**src/rtl/mem_arbiter_if.sv**
```systemverilog
// Memory arbiter bus bundle: prefetch port, data port and external memory port.
// master = arbiter side, slave = requesters plus memory side.
interface mem_arbiter_if;
  logic        i_access;
  logic        i_ack;
  logic [19:0] i_address;
  logic [15:0] i_data;
  logic        d_access;
  logic        d_ack;
  logic [19:0] d_address;
  logic        d_wr_en;
  logic [15:0] d_wr_data;
  logic [1:0]  d_bytesel;
  logic        d_lock;
  logic [15:0] d_data;
  logic        m_access;
  logic        m_ack;
  logic [19:0] m_address;
  logic        m_wr_en;
  logic [15:0] m_wr_data;
  logic [1:0]  m_bytesel;
  logic [15:0] m_data;

  modport master (
    input  i_access, i_address,
    output i_ack, i_data,
    input  d_access, d_address, d_wr_en,
    input  d_wr_data, d_bytesel, d_lock,
    output d_ack, d_data,
    output m_access, m_address, m_wr_en,
    output m_wr_data, m_bytesel,
    input  m_ack, m_data
  );

  modport slave (
    output i_access, i_address,
    input  i_ack, i_data,
    output d_access, d_address, d_wr_en,
    output d_wr_data, d_bytesel, d_lock,
    input  d_ack, d_data,
    input  m_access, m_address, m_wr_en,
    input  m_wr_data, m_bytesel,
    output m_ack, m_data
  );
endinterface

```
**src/rtl/mem_arbiter.sv**
```systemverilog
// Prefetch/data arbiter for the 16-bit memory port, data-priority with run limit.
// Define MEM_ARB_STATS_EN to add the i_stall_cycles counter output.
module mem_arbiter #(
  parameter int MAX_DATA_RUN = 4
) (
  input  logic clk,
  input  logic reset,
  mem_arbiter_if.master bus
`ifdef MEM_ARB_STATS_EN
  ,
  output logic [15:0] i_stall_cycles
`endif
);

  typedef enum logic [1:0] {
    IDLE,
    GNT_I,
    GNT_D
  } state_e;

  localparam logic [3:0] RUN_MAX = 4'(MAX_DATA_RUN);

  state_e      state_q, state_d;
  logic [3:0]  run_q, run_d;
  logic        m_access;
  logic [19:0] m_address;
  logic        m_wr_en;
  logic [1:0]  m_bytesel;
  logic        i_ack;
  logic        d_ack;

  always_comb begin
    state_d   = state_q;
    m_access  = 1'b0;
    m_address = '0;
    m_wr_en   = 1'b0;
    m_bytesel = 2'b11;
    i_ack     = 1'b0;
    d_ack     = 1'b0;
    unique case (state_q)
      IDLE: begin
        if (bus.d_access &&
            (run_q < RUN_MAX || !bus.i_access))
          state_d = GNT_D;
        else if (bus.i_access)
          state_d = GNT_I;
      end
      GNT_I: begin
        m_access  = bus.i_access;
        m_address = bus.i_address;
        i_ack     = bus.m_ack;
        if (!bus.i_access || bus.m_ack)
          state_d = IDLE;
      end
      GNT_D: begin
        m_access  = bus.d_access;
        m_address = bus.d_address;
        m_wr_en   = bus.d_wr_en;
        m_bytesel = bus.d_bytesel;
        d_ack     = bus.m_ack;
        // a locked completion keeps the grant for the next access
        if (!bus.d_access)
          state_d = IDLE;
        else if (bus.m_ack && !bus.d_lock)
          state_d = IDLE;
      end
      default: state_d = IDLE;
    endcase
  end

  always_comb begin
    run_d = run_q;
    if (!bus.i_access || i_ack)
      run_d = '0;
    else if (d_ack && run_q < RUN_MAX)
      run_d = run_q + 4'd1;
  end

  always_ff @(posedge clk) begin
    if (!reset) begin
      state_q <= IDLE;
      run_q   <= '0;
    end else begin
      state_q <= state_d;
      run_q   <= run_d;
    end
  end

  assign bus.m_access  = m_access;
  assign bus.m_address = m_address;
  assign bus.m_wr_en   = m_wr_en;
  assign bus.m_bytesel = m_bytesel;
  assign bus.m_wr_data = bus.d_wr_data;
  assign bus.i_ack     = i_ack;
  assign bus.d_ack     = d_ack;
  assign bus.i_data    = bus.m_data;
  assign bus.d_data    = bus.m_data;

`ifdef MEM_ARB_STATS_EN
  logic [15:0] stall_q, stall_d;

  always_comb begin
    stall_d = stall_q;
    if (bus.i_access && state_q != GNT_I &&
        stall_q != 16'hFFFF)
      stall_d = stall_q + 16'd1;
  end

  always_ff @(posedge clk) begin
    if (!reset)
      stall_q <= '0;
    else
      stall_q <= stall_d;
  end

  assign i_stall_cycles = stall_q;
`endif

endmodule
```
**src/flat_wrapper.sv**
```systemverilog
// flat-port wrapper written by rule: the top's interface ports become plain ports
module mem_arbiter_flat 
#(
  parameter int MAX_DATA_RUN = 4
)
  (clk, reset, bus_i_access, bus_i_address, bus_i_ack, bus_i_data, bus_d_access, bus_d_address, bus_d_wr_en, bus_d_wr_data, bus_d_bytesel, bus_d_lock, bus_d_ack, bus_d_data, bus_m_access, bus_m_address, bus_m_wr_en, bus_m_wr_data, bus_m_bytesel, bus_m_ack, bus_m_data);
  mem_arbiter_if bus_i ();
  input  logic clk;
  input  logic reset;
  input wire logic [$bits(bus_i.i_access)-1:0] bus_i_access;
  input wire logic [$bits(bus_i.i_address)-1:0] bus_i_address;
  output wire logic [$bits(bus_i.i_ack)-1:0] bus_i_ack;
  output wire logic [$bits(bus_i.i_data)-1:0] bus_i_data;
  input wire logic [$bits(bus_i.d_access)-1:0] bus_d_access;
  input wire logic [$bits(bus_i.d_address)-1:0] bus_d_address;
  input wire logic [$bits(bus_i.d_wr_en)-1:0] bus_d_wr_en;
  input wire logic [$bits(bus_i.d_wr_data)-1:0] bus_d_wr_data;
  input wire logic [$bits(bus_i.d_bytesel)-1:0] bus_d_bytesel;
  input wire logic [$bits(bus_i.d_lock)-1:0] bus_d_lock;
  output wire logic [$bits(bus_i.d_ack)-1:0] bus_d_ack;
  output wire logic [$bits(bus_i.d_data)-1:0] bus_d_data;
  output wire logic [$bits(bus_i.m_access)-1:0] bus_m_access;
  output wire logic [$bits(bus_i.m_address)-1:0] bus_m_address;
  output wire logic [$bits(bus_i.m_wr_en)-1:0] bus_m_wr_en;
  output wire logic [$bits(bus_i.m_wr_data)-1:0] bus_m_wr_data;
  output wire logic [$bits(bus_i.m_bytesel)-1:0] bus_m_bytesel;
  input wire logic [$bits(bus_i.m_ack)-1:0] bus_m_ack;
  input wire logic [$bits(bus_i.m_data)-1:0] bus_m_data;
  assign bus_i.i_access = bus_i_access;
  assign bus_i.i_address = bus_i_address;
  assign bus_i_ack = bus_i.i_ack;
  assign bus_i_data = bus_i.i_data;
  assign bus_i.d_access = bus_d_access;
  assign bus_i.d_address = bus_d_address;
  assign bus_i.d_wr_en = bus_d_wr_en;
  assign bus_i.d_wr_data = bus_d_wr_data;
  assign bus_i.d_bytesel = bus_d_bytesel;
  assign bus_i.d_lock = bus_d_lock;
  assign bus_d_ack = bus_i.d_ack;
  assign bus_d_data = bus_i.d_data;
  assign bus_m_access = bus_i.m_access;
  assign bus_m_address = bus_i.m_address;
  assign bus_m_wr_en = bus_i.m_wr_en;
  assign bus_m_wr_data = bus_i.m_wr_data;
  assign bus_m_bytesel = bus_i.m_bytesel;
  assign bus_i.m_ack = bus_m_ack;
  assign bus_i.m_data = bus_m_data;
  mem_arbiter #(.MAX_DATA_RUN(MAX_DATA_RUN)) u_core (.clk(clk), .reset(reset), .bus(bus_i));
endmodule
```
**config.mk**
```make
export PLATFORM = sky130hd
export DESIGN_NAME = mem_arbiter_flat
export DESIGN_NICKNAME = d
export VERILOG_FILES = /design/src/rtl/mem_arbiter_if.sv /design/src/rtl/mem_arbiter.sv /design/src/flat_wrapper.sv
export SDC_FILE = /design/constraint.sdc
export NUM_CORES = 1
export LEC_CHECK = 0
export ABC_AREA = 1
export BUFFER_PORTS_ARGS = -buffer_cell sky130_fd_sc_hd__buf_2
export CAP_MARGIN = 20
export CORE_MARGIN = 5
export CORE_UTILIZATION = 27
export CTS_CLUSTER_SIZE = 14
export DETAILED_ROUTE_END_ITERATION = 10
export PLACE_DENSITY = 0.76
export SKIP_CTS_REPAIR_TIMING = 1
export SYNTH_ARGS = -nofsm -noshare
export SYNTH_HDL_FRONTEND = slang
export SYNTH_SLANG_ARGS = --single-unit
```
**constraint.sdc**
```tcl
create_clock -name clk -period 1.3 [get_ports clk]
set_input_delay 0.26 -clock clk [delete_from_list [all_inputs] [get_ports clk]]
set_output_delay 0.26 -clock clk [all_outputs]
set_load 0.005 [all_outputs]
```
==> reports/results.tsv, run 1 <==
metric	value	unit
status	finished, violations left	
violations	setup timing	
fill_cells	400	
synthCells	174	
fin_nets	298	
overflow	0	
drc_errors	0	
gp_congestion	0.818	
initial_core_util	0.278	
cts_max_path_buffers	2	
grt_first_pass_wirelength	4.35	mm
cts_tree	yes	
hold_path.class	in -> reg	
ys_types	14	
worstSkewPairLatency	0.23	ns
fin_setup_tns	-6.76	ns
ios	155	
clkTransAtPathRegs	0.04	ns
dp_hpwl	2.28	mm
grt_start_max_net_pins	21	
power_density	1020	nW/um2
yosysWarnings	0	
critPathKind	reg -> out	
coreArea	3660	um2
portBuffers	74	
crit_family	buffers and inverters	
p_leak	0.720	nW
finalCritPeriodShare	1.23	
cts_buffers	3	
critical_path_buf_inv_count	4	
antenna_found_initial	0	
final_antenna_net_count	0	
endpoint_kind	output port	
placementRows	22	
synth_top_area_frac	0.354	
skew	0.00759	ns
antennaDiodeCount	0	
start_kind	flop	
max-slew-margin-rel	0.860	
maxCapViolations	0	
grt.total_usage	0.105	
fmax	0.628	GHz
ys_seq_area_frac	0.118	
ys_seq_elements	6	
cp.arrival	1.33	ns
die-area	5100	um2
synth_area	1020	um2
hold_viol	0	
drv_slew	0	
htree_levels	1	
worst_pin_slew	0.209	ns
synth.avg_cell_area	5.85	um2
vias	1152	
syn-num-nets	259	
die_w	71.4	um
cp_max_fo	10	
vias_per_cell	4.45	
finalInstanceArea	1440	um2
drive_gt1_frac	0.611	
cpMaxStageDelayCell	dfxtp_2	
crit_chain	inv_2, ha_4, inv_4, buf_12, a21oi_1, buf_2	
wl_per_cell	13.0	um
total_power	1.46	mW
final.min_clock_period	1.59	ns
first_global_vias	1035	
die_h	71.4	um
dr.pass1.iters	4	
place_area	1160	um2
synth_top_area_cell	buf_4	
final-setup-viol-count	29	
synthTopCellsByArea	buf_4 (35%), nand2_1 (21%), a21oi_1 (12%)	
clock-sinks	6	
setup_ws	-0.293	ns
drtIter0Drc	22	
rsz0062_at_grt	true	
slowest_delay	0.33	ns
area_delta_synth_final	41.1	%
vdd_drop_max	0.542	mV
wirelength	3.36	mm
root_buffer	clkbuf_8	
cp.required	1.04	ns
worst min-delay path, cell delays in order:
cell	delay (ns)
buf_2	0.11
nand2_1	0.06
nor2_1	0.03
final timing paths:
path / start / slack, ns / cells past startpoint / end
max: u_core.state_q[0]$_SDFFE_PN0P_ / -0.29 / 6 / bus_m_address[5]
min: reset / 0.27 / 3 / u_core.state_q[0]$_SDFFE_PN0P_
max reg2reg: u_core.state_q[1]$_SDFFE_PN0P_ / -0.03 / 8 / u_core.run_q[0]$_SDFFE_PP0P_
min reg2reg: u_core.run_q[3]$_SDFFE_PP0P_ / 0.44 / 2 / u_core.run_q[3]$_SDFFE_PP0P_
final cells by class:
type | count | area, um2 | area share
clock buffers | 3 | 41.3 | 0.0288
inverters | 13 | 56.3 | 0.0392
multi-input cells | 101 | 599 | 0.418
flip-flops and latches | 6 | 123 | 0.0854
well taps | 48 | 60.1 | 0.0418
repair buffers | 88 | 556 | 0.387
sequential cells by signal (all words and copies together) (netlist names):
signal	count
u_core.state_q	2
u_core.run_q	4
cell families (layout without fill, tap and decap cells):
| family | count (synthesis) | after routing | synth area share |
|---|---|---|---|
| flops | 6 | 6 | 0.118 |
| buf+inv | 67 | 104 | 0.429 |
| simple gates | 71 | 71 | 0.276 |
| fa+ha+maj | 4 | 4 | 0.0492 |
| compound gates | 26 | 26 | 0.128 |
report_power, final:
part	internal, mW	switching (mW)	leakage, nW	total [mW]
logic	0.478	0.479	0.649	0.957
clock network	0.200	0.0919	0.0216	0.292
registers	0.200	0.0101	0.0494	0.210
total	0.877	0.581	0.720	1.46
metrics by stage:
step	setup slack [ns]	hold WS [ns]	util	std cells
floorplan	-0.0266	0.380	-	174
global placement	-0.0886	0.428	0.317	252
detailed placement	-0.128	0.439	0.317	252
CTS	-0.376	0.282	0.328	255
global route	-0.343	0.283	0.392	259
finish	-0.293	0.266	0.392	259
cell usage after synthesis:
| master | n |
|---|---|
| dfxtp_1 | 6 |
| nand2_1 | 56 |
| clkbuf_1 | 2 |
| buf_2 | 4 |
| ha_1 | 4 |
| nand3_1 | 5 |
| o21ai_0 | 1 |
| buf_4 | 48 |
| inv_2 | 1 |
| a21oi_1 | 25 |
| inv_1 | 12 |
| or2_0 | 1 |
| or2_2 | 2 |
| nor2_1 | 7 |
routing by layer:
metal | up-vias | track usage | wire length, um
li1 | 566 | - | -
met1 | 515 | 0.107 | 1150
met2 | 53 | 0.186 | 1790
met3 | 18 | 0.0224 | 304
met4 | 0 | 0.0772 | 105
met5 | - | 0 | 0
layout by cell type, fill, tap and decap left out:
| master | instances |
|---|---|
| nor2_1 | 7 |
| buf_4 | 5 |
| o21ai_0 | 1 |
| dfxtp_2 | 2 |
| ha_1 | 1 |
| nand3_2 | 1 |
| dfxtp_1 | 4 |
| ha_4 | 3 |
| a21oi_1 | 6 |
| nand2_2 | 4 |
| nand3_1 | 4 |
| inv_2 | 2 |
| a21oi_2 | 19 |
| nand2_4 | 2 |
| clkbuf_8 | 3 |
| inv_4 | 3 |
| inv_1 | 8 |
| or2_0 | 1 |
| nand2_1 | 50 |
| buf_12 | 3 |
| buf_6 | 6 |
| clkbuf_16 | 1 |
| or2_2 | 2 |
| buf_2 | 73 |
(Power assumes the default switching activity.)
==> inputs of run 2 (changes only) <==
--- a/config.mk
+++ b/config.mk
@@ -5,14 +5,13 @@
 export SDC_FILE = /design/constraint.sdc
 export NUM_CORES = 1
 export LEC_CHECK = 0
-export ABC_AREA = 1
 export BUFFER_PORTS_ARGS = -buffer_cell sky130_fd_sc_hd__buf_2
 export CAP_MARGIN = 20
 export CORE_MARGIN = 5
 export CORE_UTILIZATION = 27
 export CTS_CLUSTER_SIZE = 14
 export DETAILED_ROUTE_END_ITERATION = 10
-export PLACE_DENSITY = 0.76
+export PLACE_DENSITY = 0.75
 export SKIP_CTS_REPAIR_TIMING = 1
 export SYNTH_ARGS = -nofsm -noshare
 export SYNTH_HDL_FRONTEND = slang
==> run 2 against run 1 <==
  * The run still ends with setup timing left
  * Register-to-register slack hardly changed
  * Non-clock buffer count is 6 lower
  * Hold slack better by 0.062 ns
  * Global-route usage is 0.73 points lower
  * Critical endpoint is now bus_m_address[14]
  * Largest power group unchanged
==> reports/results.tsv, run 2 <==
metric	value	unit	change
fin_nets	253		-15%
cpMaxStageDelayCell	dfxtp_4		
synth.avg_cell_area	7.66	um2	+31%
max_flop_register	u_core.run_q		
yosysWarnings	0		unchanged
maxCapViolations	0		unchanged
p_leak	0.632	nW	-12%
synth_top_area_cell	buf_4		
clkTransAtPathRegs	0.04	ns	about the same
most-common-layout-cells	buf_2 (71), nor2b_1 (18), a22oi_2 (15)		
final-setup-viol-count	29		unchanged
drtIter0Drc	21		-4.5%
ys_seq_area_frac	0.115		-0.00284
regArea	128	um2	+4.1%
timing.hold.ws	0.327	ns	+0.0617 ns
violations	setup timing		
die_h	72.1	um	+1.1%
status	finished, violations left		
power_density	816	nW/um2	-20%
root_buffer	clkbuf_8		
critical_path_buf_inv_count	3		-1
placementRows	22		unchanged
initial_core_util	0.283		+0.00471
worst_pin_slew	0.243	ns	+0.0334 ns
synth_area	1040	um2	+2.5%
largest_reg_flops	4		unchanged
crit_chain	inv_4, ha_4, buf_12, a22oi_2, nor2b_2, buf_2		
die-area	5200	um2	+2.1%
antenna_found_initial	0		unchanged
synth_flop_cell	dfxtp_1		
area_delta_synth_final	36.5	%	
hold_path.class	in -> reg		
drc_errors	0		unchanged
synthTopCellsByArea	buf_4 (35%), a22oi_1 (14%), nor2b_1 (12%)		
reg_top3	u_core.run_q (4), u_core.state_q (2)		
fill_cells	402		+0.50%
final.min_clock_period	1.59	ns	-0.000439 ns
grt_first_pass_wirelength	4.19	mm	-3.8%
vias_per_cell	4.63		+4.1%
portBuffers	74		unchanged
instances_no_fill	214		-17%
synth_most_common_cell	buf_4		
wirelength	3.00	mm	-11%
dp_hpwl	2.24	mm	-1.9%
synthCells	136		-22%
finalCritPeriodShare	1.23		about the same
grt_start_max_net_pins	22		+4.8%
endpoint_kind	output port		
start_kind	flop		
ios	155		unchanged
htree_levels	1		unchanged
coreArea	3690	um2	+0.75%
vias	991		-14%
max-slew-margin-rel	0.836		-0.0234
cts_max_path_buffers	2		unchanged
slowest_delay	0.37	ns	+0.04 ns
drv_slew	0		unchanged
skew	0.000231	ns	-0.00736 ns
antennaDiodeCount	0		unchanged
worstSkewPairLatency	0.22	ns	about the same
ys_types	24		+10
synth-edff-count	0		unchanged
vdd_drop_max	0.705	mV	+30%
syn-num-nets	221		-15%
hold_viol	0		unchanged
clock-sinks	6		unchanged
cts_buffers	3		unchanged
overflow	0		unchanged
crit_family	flip-flops		
layout_commonest_cell	buf_2		
setup_ws	-0.293	ns	+0.000439 ns
async_flop_share	0		unchanged
fmax	0.628	GHz	about the same
rsz0062_at_grt	true		
multi_input_area	649	um2	+8.4%
drive_gt1_frac	0.693		+0.0814
total_power	1.16	mW	-20%
first_global_vias	990		-4.3%
ys_top_cells_by_count	buf_4 (48), a22oi_1 (20), nor2b_1 (20)		
final_antenna_net_count	0		unchanged
grt.total_usage	0.0973		-0.00727
critPathKind	reg -> out		
ys_seq_elements	6		unchanged
cp.arrival	1.33	ns	about the same
synth_top_area_frac	0.346		-0.00851
wl_per_cell	14.0	um	+8.1%
cts_tree	yes		
dr.pass1.iters	4		unchanged
cp.required	1.04	ns	about the same
die_w	72.1	um	+1.1%
cp_max_fo	15		+5
dp.cells	209		-17%
gp_congestion	0.770		-6.0%
run 2: changes by cell type after synthesis, sizes merged, moves of 9 or more:
cell | previous run | this run
inv | 13 | 4
nor2b | 0 | 20
a21oi | 25 | 0
nand2 | 56 | 4
a22oi | 0 | 21
run 2: layer usage:
metal	up-vias	track usage	part of all wire
met5	-	0	0
met4	0	0.0438	0.014
met3	10	0.0319	0.097
met2	52	0.178	0.54
met1	458	0.0995	0.35
li1	471	-	-
run 2: area by class of cell:
cell class                 count  share of cell area
clock buffer                   3              0.0290
inverter                       4              0.0141
multi-input combinational     71               0.456
sequential                     6              0.0897
tap                           48              0.0422
timing repair buffer          82               0.369
run 2: power by group:
| part | switching (mW) | internal (mW) |
|---|---|---|
| combinational | 0.274 | 0.393 |
| sequential | 0.0139 | 0.195 |
| clock | 0.0843 | 0.199 |
run 2: worst paths after layout:
| path | from | endpoint | slack, ns | cells past startpoint |
|---|---|---|---|---|
| max reg2reg | u_core.state_q[0]$_SDFFE_PN0P_ | u_core.run_q[1]$_SDFFE_PP0P_ | -0.04 | 6 |
| max | u_core.state_q[0]$_SDFFE_PN0P_ | bus_m_address[14] | -0.29 | 6 |
| min reg2reg | u_core.run_q[3]$_SDFFE_PP0P_ | u_core.run_q[3]$_SDFFE_PP0P_ | 0.47 | 2 |
| min | reset | u_core.state_q[0]$_SDFFE_PN0P_ | 0.33 | 3 |
run 2: logic make-up after synthesis:
logic type      share of synthesized area
simple gates                        0.214
buf+inv                             0.397
fa+ha+maj                          0.0480
mux                                0.0288
compound gates                      0.188
xor+xnor                          0.00840
flops                               0.115
run 2: tightest hold or removal path, delay by kind of cell:
family | cells | cell delay (ns)
buffers and inverters | 1 | 0.13
and+or+nand+nor | 1 | 0.06
muxes | 1 | 0.05
run 2: stage by stage:
stage,area (um2),util,setup TNS (ns),worst slack [ns]
6_report,1420,0.386,-6.38,-0.293
2_1_floorplan,1060,-,-0.00863,-0.00863
4_1_cts,1210,0.329,-8.67,-0.375
3_3_place_gp,1170,0.318,-1.98,-0.113
5_1_grt,1420,0.386,-8.10,-0.348
3_5_place_dp,1170,0.318,-2.60,-0.130
